[src/rtl/event_encoder8.sv]
// event_encoder8: collects 8 event strobes into a pending vector and offers
// them one at a time as a binary code with a valid/ack handshake. Selection
// is round-robin starting just past the last served event.
module event_encoder8 (
  input  logic       clk,
  input  logic       clr,
  input  logic [7:0] req,
  input  logic       ack,
  output logic [2:0] code,
  output logic       valid,
  output logic [7:0] pend,
  output logic [3:0] cnt,
  output logic       ovf
);

  typedef enum logic {IDLE, HOLD} state_t;

  state_t     state;
  logic [2:0] ptr;

  logic       xfer;
  logic [7:0] clr_mask;
  logic [7:0] p_nxt;
  logic [7:0] cand;
  logic       ovf_hit;
  logic [2:0] ptr_nxt;

  // first set bit of v searching p, p+1, ... wrapping 7->0
  function automatic logic [2:0] rr_sel(input logic [7:0] v, input logic [2:0] p);
    logic [2:0] sel;
    logic [2:0] idx;
    logic       found;
    sel   = p;
    found = 1'b0;
    for (int k = 0; k < 8; k++) begin
      idx = p + 3'(k);
      if (!found && v[idx]) begin
        sel   = idx;
        found = 1'b1;
      end
    end
    return sel;
  endfunction

  function automatic logic [3:0] popcnt(input logic [7:0] v);
    logic [3:0] s;
    s = 4'd0;
    for (int k = 0; k < 8; k++) s = s + {3'd0, v[k]};
    return s;
  endfunction

  // next pending vector: served bit drops only on a transfer, new strobes
  // always land (a strobe on the served bit re-arms it)
  always_comb begin
    xfer     = valid & ack;
    clr_mask = xfer ? (8'd1 << code) : 8'd0;
    p_nxt    = (pend & ~clr_mask) | req;
    cand     = pend & ~(8'd1 << code);
    ovf_hit  = |(req & pend & ~clr_mask);
    ptr_nxt  = code + 3'd1;
  end

  // offer FSM plus pending/count/overflow registers
  always_ff @(posedge clk) begin
    if (clr) begin
      pend  <= 8'd0;
      cnt   <= 4'd0;
      ovf   <= 1'b0;
      ptr   <= 3'd0;
      code  <= 3'd0;
      valid <= 1'b0;
      state <= IDLE;
    end else begin
      pend <= p_nxt;
      cnt  <= popcnt(p_nxt);
      if (ovf_hit) ovf <= 1'b1;
      case (state)
        IDLE: begin
          // selection sees only events already pending before this edge
          if (|pend) begin
            code  <= rr_sel(pend, ptr);
            valid <= 1'b1;
            state <= HOLD;
          end
        end
        HOLD: begin
          if (ack) begin
            ptr <= ptr_nxt;
            if (|cand) begin
              code <= rr_sel(cand, ptr_nxt);
            end else begin
              valid <= 1'b0;
              state <= IDLE;
            end
          end
        end
        default: state <= IDLE;
      endcase
    end
  end

endmodule
[config.mk]
export PLATFORM = sky130hd
export DESIGN_NAME = event_encoder8
export DESIGN_NICKNAME = d
export VERILOG_FILES = /design/src/rtl/event_encoder8.sv
export SDC_FILE = /design/constraint.sdc
export NUM_CORES = 1
export LEC_CHECK = 0
export CAP_MARGIN = 40
export CORE_UTILIZATION = 45
export DETAILED_ROUTE_END_ITERATION = 10
export PLACE_DENSITY = 0.65
export SYNTH_ARGS = -nofsm -noshare
export SYNTH_HDL_FRONTEND = slang
export SYNTH_SLANG_ARGS = --single-unit
[constraint.sdc]
create_clock -name clk -period 4.7 [get_ports clk]
set_clock_uncertainty 0.1 [all_clocks]
set_input_delay 0.47 -clock clk [delete_from_list [all_inputs] [get_ports clk]]
set_output_delay 0.47 -clock clk [all_outputs]
set_load 0.02 [all_outputs]
== Word-level counts from Yosys, hierarchy flattened ==
Index checks and enable logic that the tools add are counted.

* Flip-flop bits (word level): 21
* Bits in latches: 0
* Bits in writable memories: 0
* Memory bits (read-only): 0
* Input port bits: 11
* Output and inout bits: 17
* Word-level logic and storage cells: 215
* Memories: 0

* $add $sub $neg: 22
* $mul: 0
* Div/mod/pow operators: 0
* Magnitude comparators: 16
* Equality and inequality tests: 4
* Shift operators: 1
* Multiplexer cells: 122
* Bitwise gates (word level): 9
* Reductions and logical operators: 34

{| class="wikitable"
|+ Operators by type and width
! kind !! number
|-
| two-way mux 1 bit || 85
|-
| less-than comparator 3 x 4 -> 1 bit (second input constant) || 16
|-
| two-way mux 3 bit || 17
|-
| binary-select mux 1 bit (select 3 bit) || 16
|-
| AND 8 bit || 4
|-
| adder 3 bit (second input constant) || 8
|-
| OR reduction 8 bit || 3
|-
| adder 4 x 1 -> 4 bit || 4
|-
| inverter 8 bit || 2
|-
| logical AND 1 bit || 14
|-
| logical NOT 1 bit || 14
|-
| adder 3 x 2 -> 3 bit (second input constant) || 4
|-
| adder 3 x 1 -> 3 bit (second input constant) || 3
|-
| two-way mux 8 bit || 1
|-
| OR 8 bit || 1
|-
| << shifter 1 x 3 -> 8 bit (first input constant) || 1
|-
| != test 2 bit (second input constant) || 3
|-
| case mux 3 bit (2 select lines) || 1
|-
| AND reduction 3 bit || 2
|-
| adder 3 x 1 -> 4 bit || 1
|-
| case mux 1 bit (2 select lines) || 2
|-
| adder 2 x 1 -> 3 bit || 1
|-
| adder 1 x 1 -> 2 bit || 1
|-
| != test 2 x 1 -> 1 bit (second input constant) || 1
|-
| other kinds (3) || 3
|}

== Logic depth before layout (Yosys ltp) ==
* Depth after elaboration: 58
* Mapped depth: 14
* Mapped depth without buffers: 13

== Worst setup path after synthesis ==
OpenSTA, ideal clock, no wires.

* Path kind: register -> register
* Start: register code[0]
* End: register cnt[2]
* Library setup time: 0.128 ns
* Data arrival time: 3.666 ns
* Data required time: 4.472 ns
* Slack: 0.807 ns
* Stages on the path, launching flop included: 15
* Path buffers: 1
* Clock period less this slack: 3.893 ns
* Cell sequence: dfxtp_1 -> buf_6 -> inv_2 -> ha_1 -> a21boi_0 -> or2_2 -> fa_1 -> inv_1 -> fa_1 -> fa_1 -> inv_1 -> ha_1 -> fa_1 -> xnor2_1 -> nor2_1

* Word-level cells in the longest chain between the ends: 12

{| class="wikitable"
|+ RTL lines
! what !! RTL line !! RTL
|-
| start, declared || 9 || <nowiki>output logic [2:0] code,</nowiki>
|-
| start signal, assigned || 81 || <nowiki>code <= rr_sel(pend, ptr);</nowiki>
|-
| start signal, assigned || 90 || <nowiki>code <= rr_sel(cand, ptr_nxt);</nowiki>
|-
| << shifter 1 x 3 -> 8 bit || 56 || <nowiki>clr_mask = xfer ? (8'd1 << code) : 8'd0;</nowiki>
|-
| two-way mux 8 bit || 56 ||
|-
| inverter 8 bit || 57 || <nowiki>p_nxt = (pend & ~clr_mask) | req;</nowiki>
|-
| AND 8 bit || 57 ||
|-
| OR 8 bit || 57 ||
|-
| net p_nxt[0] || 23 || <nowiki>logic [7:0] p_nxt;</nowiki>
|-
| adder 1 x 1 -> 2 bit || 48 || <nowiki>for (int k = 0; k < 8; k++) s = s + {3'd0, v[k]};</nowiki>
|-
| adder 2 x 1 -> 3 bit || 48 ||
|-
| adder 3 x 1 -> 4 bit || 48 ||
|-
| adder 4 x 1 -> 4 bit (4 in a row) || 48 ||
|-
| end signal, assigned || 75 || <nowiki>cnt <= popcnt(p_nxt);</nowiki>
|-
| end, declared || 12 || <nowiki>output logic [3:0] cnt,</nowiki>
|}

The timed path passes the listed nets, and every way through them passes these cells.
A chain may end at the register's enable or synchronous reset.

== Worst setup path after layout ==
* Start: input port ack
* End: register cnt[2]

* Word-level cells in the longest chain between the ends: 12

{| class="wikitable"
|+ RTL lines
! what !! RTL line !! RTL
|-
| start, declared || 8 || <nowiki>input logic ack,</nowiki>
|-
| AND 1 bit || 55 || <nowiki>xfer = valid & ack;</nowiki>
|-
| two-way mux 8 bit || 56 ||
|-
| inverter 8 bit || 57 ||
|-
| AND 8 bit || 57 ||
|-
| OR 8 bit || 57 ||
|-
| net p_nxt[0] || 23 ||
|-
| adder 1 x 1 -> 2 bit || 48 ||
|-
| adder 2 x 1 -> 3 bit || 48 ||
|-
| adder 3 x 1 -> 4 bit || 48 ||
|-
| adder 4 x 1 -> 4 bit (4 in a row) || 48 ||
|}

The timed path passes the listed nets, and every way through them passes these cells.

==> impl_results.md <==
- IO Pins: 28
- Pin count of the biggest net entering global routing: 24
- Final Hold Violating Endpoints: 0
- Total Power: 2.245 mW
- Clock sink count: 21
- Avg Cell Area, Syn: 8.457 um^2
- Clock buffer count from CTS: 3
- Initial core utilization: 46.48%
- Number of global-route vias before repair: 2568
- Post-synthesis net count: 376
- Worst skew pair latency: 260 ps
- Core ar.: 6350 um^2
- Drc violations: 0
- Worst vdd ir: 0.4804 mV
- FF+latch count, synth: 21
- Power Dens Cells: 682.5 nW/um^2
- Slew @ Worst Pin: 625.6 ps
- Post-CTS Setup Repair Bufs: 0
- Antenna violations before repair: 0
- Post-synthesis sequential area ratio: 14.24%
- Fin. max-slew vios: 0
- CP Launch Type: input port
- Combinational Power Share: 82.4%
- Max Clk Rate: 243.2 MHz
- Worst hold path class: flip-flop to flip-flop
- Sequential power share: 12.3%
- Count of cell types in the netlist: 75
- Post-synth top area share: 14.24%
- Synth cell count leaders: 38 x nor2_1, 27 x a21oi_1, 25 x nand2_1
- Relative slew slack: 58.29%
- Minimum clock period: 4112 ps
- Multi-input gate area: 2364 um^2
- Sum Neg Setup Slack: 0 ps
- FF-to-FF setup slack: 610 ps
- Post-synth top area cell: dfxtp_1
- Switching share of power: 52.67%
- Most frequent cell after synthesis: nor2_1
- First-pass GRT wire length: 12940 um
- Clock Root Buffer: clkbuf_8
- DP Area: 3244 um^2
- N_diodes: 0
- WL/cell: 18.13 um
- PnR worst setup slack: 587.7 ps
- Cell area after synthesis: 2952 um^2
- Via/cell ratio: 6.349
- Final setup fails: 0
- Status: completed
- HPWL Detailed: 5888 um
- CTS tree: built
- Syn Inst Count: 349
- Routed WL: 7958 um
- Clock power frac: 5.4%
- Post-synth EDFFs: 0
- Vias: 2787
- Element type at the critical path end: flip-flop
- LEAKAGE: 1.188 nW
- Ranking of synthesized cells by area: dfxtp_1 14%, mux4_2 14%, ha_1 5.1%, nor2_1 4.8%, a21oi_1 4.6%
- Die Y: 82.99 um
- Cts repair resizes: 0
- P&R area growth vs syn: 11.45%
- Clock Path Buffers: 2
- Worst setup path category: input port to flip-flop
- Hold_buf cts: 0
- Filler cells: 583
- Place WS: 334.2 ps
- DRT Pass-1 Iters: 5
- Row cnt: 29
- Final ANT Viol Nets: 0
- Sw Pwr: 1.182 mW
- Clock transition at the registers of the reported paths: 80 ps
- Die width: 82.99 um
- H-tree depth: 1
- Int Pwr: 1.063 mW
- Non-Filler Instances: 439
- RSZ-0062 raised after global routing: no
- Detailed Route Iter0 Violations: 262
- Gr usage total: 22.88%
- Total grt overflow: 0
- WP data arrival: 4170 ps
- Layout net count: 390
- Max Cap Viol: 0
- Placer Congestion: 0.9067
- Storage cell area: 420.4 um^2
- Fraction of layout cells with a size suffix above 1: 16.30%
- Most used flip-flop cell after synthesis: dfxtp_1
- Placed cells: 435
- Die area: 6887 um^2
- Cell area after layout: 3289 um^2
- IO Port Bufs: 27
- Final period util: 87.50%
- CP Max Fanout: 8
- Synth warn: 0
- WP data required: 4750 ps
- Asr flop ratio synth: 0%
-- final cells by class --
class,instances,area share (%)
clock buffer,4,1.369
inverter,13,1.483
timing repair buffer,32,9.585
sequential,21,12.78
multi-input combinational,292,71.85
tap,77,2.929
-- layer usage --
| layer | share of wire, % | wire [um] | global-route usage, % | vias to the layer above |
|---|---|---|---|---|
| li1 | - | - | - | 1335 |
| met1 | 48 | 3842 | 34.11 | 1329 |
| met2 | 45 | 3555 | 35.62 | 115 |
| met3 | 6.0 | 479 | 2.485 | 8 |
| met4 | 0.99 | 79 | 5.016 | 0 |
| met5 | 0 | 0 | 0 | - |
-- layout by cell type, fill, tap and decap left out, types with 5 or more instances in the layout --
cell	instances
a21oi_1	27
a31oi_1	5
clkdlybuf4s50_1	27
dfxtp_1	21
ha_1	12
inv_1	12
mux2_2	6
mux2i_1	6
mux4_2	18
nand2_1	25
nand2b_1	12
nand3_1	15
nor2_1	38
nor2b_1	12
o21ai_0	7
o22ai_1	7
xnor2_1	7
-- worst paths after layout --
kind,end,depth (start not counted),from
worst max register to register,cnt[2],13,code[0]
worst max-delay path,cnt[2],13,ack
worst min register to register,valid,2,valid
worst min-delay path,valid,2,valid
-- per-stage QoR --
stage          util (%)  hold WS [ps]
2_1_floorplan         -         449.8
3_3_place_gp      50.86         481.5
3_5_place_dp      51.09         465.1
4_1_cts           51.80         481.1
5_1_grt           51.80         509.0
6_report          51.80         477.6
-- worst max-delay path, stage by stage --
cell	delay (ps)
clkdlybuf4s50_1	610
and3_1	240
a21boi_0	120
or2_2	320
fa_1	540
inv_1	50
fa_1	460
fa_1	520
inv_1	40
ha_1	200
fa_1	380
xnor2_1	160
nor2_1	60
-- state kept, by name (all words and copies together), names as in the netlist --
signal,flops
pend,8
cnt,4
code,3
ptr,3
ovf,1
state,1
valid,1
-- power by group through the flow --
stage	logic (mW)	registers [mW]	clock network (mW)
detailed placement	1.83	0.279	0
global route	2.01	0.282	0.131
global placement	1.82	0.277	0
finish	1.85	0.275	0.120
floorplan	1.47	0.287	0
CTS	1.84	0.275	0.123
-- cell families (layout without fill, tap and decap cells) --
kind of cell	after synthesis	after routing	synth area share (%)
XOR/XNOR	10	10	3.731
multiplexers	32	32	19.08
adder cells (fa/ha/maj)	16	16	7.800
flip-flops	21	21	14.24
AO/OA/AOI/OAI	98	98	25.22
buffers and inverters	36	49	5.680
AND/OR/NAND/NOR	136	136	24.25
Power figures use the tool's default switching activity.
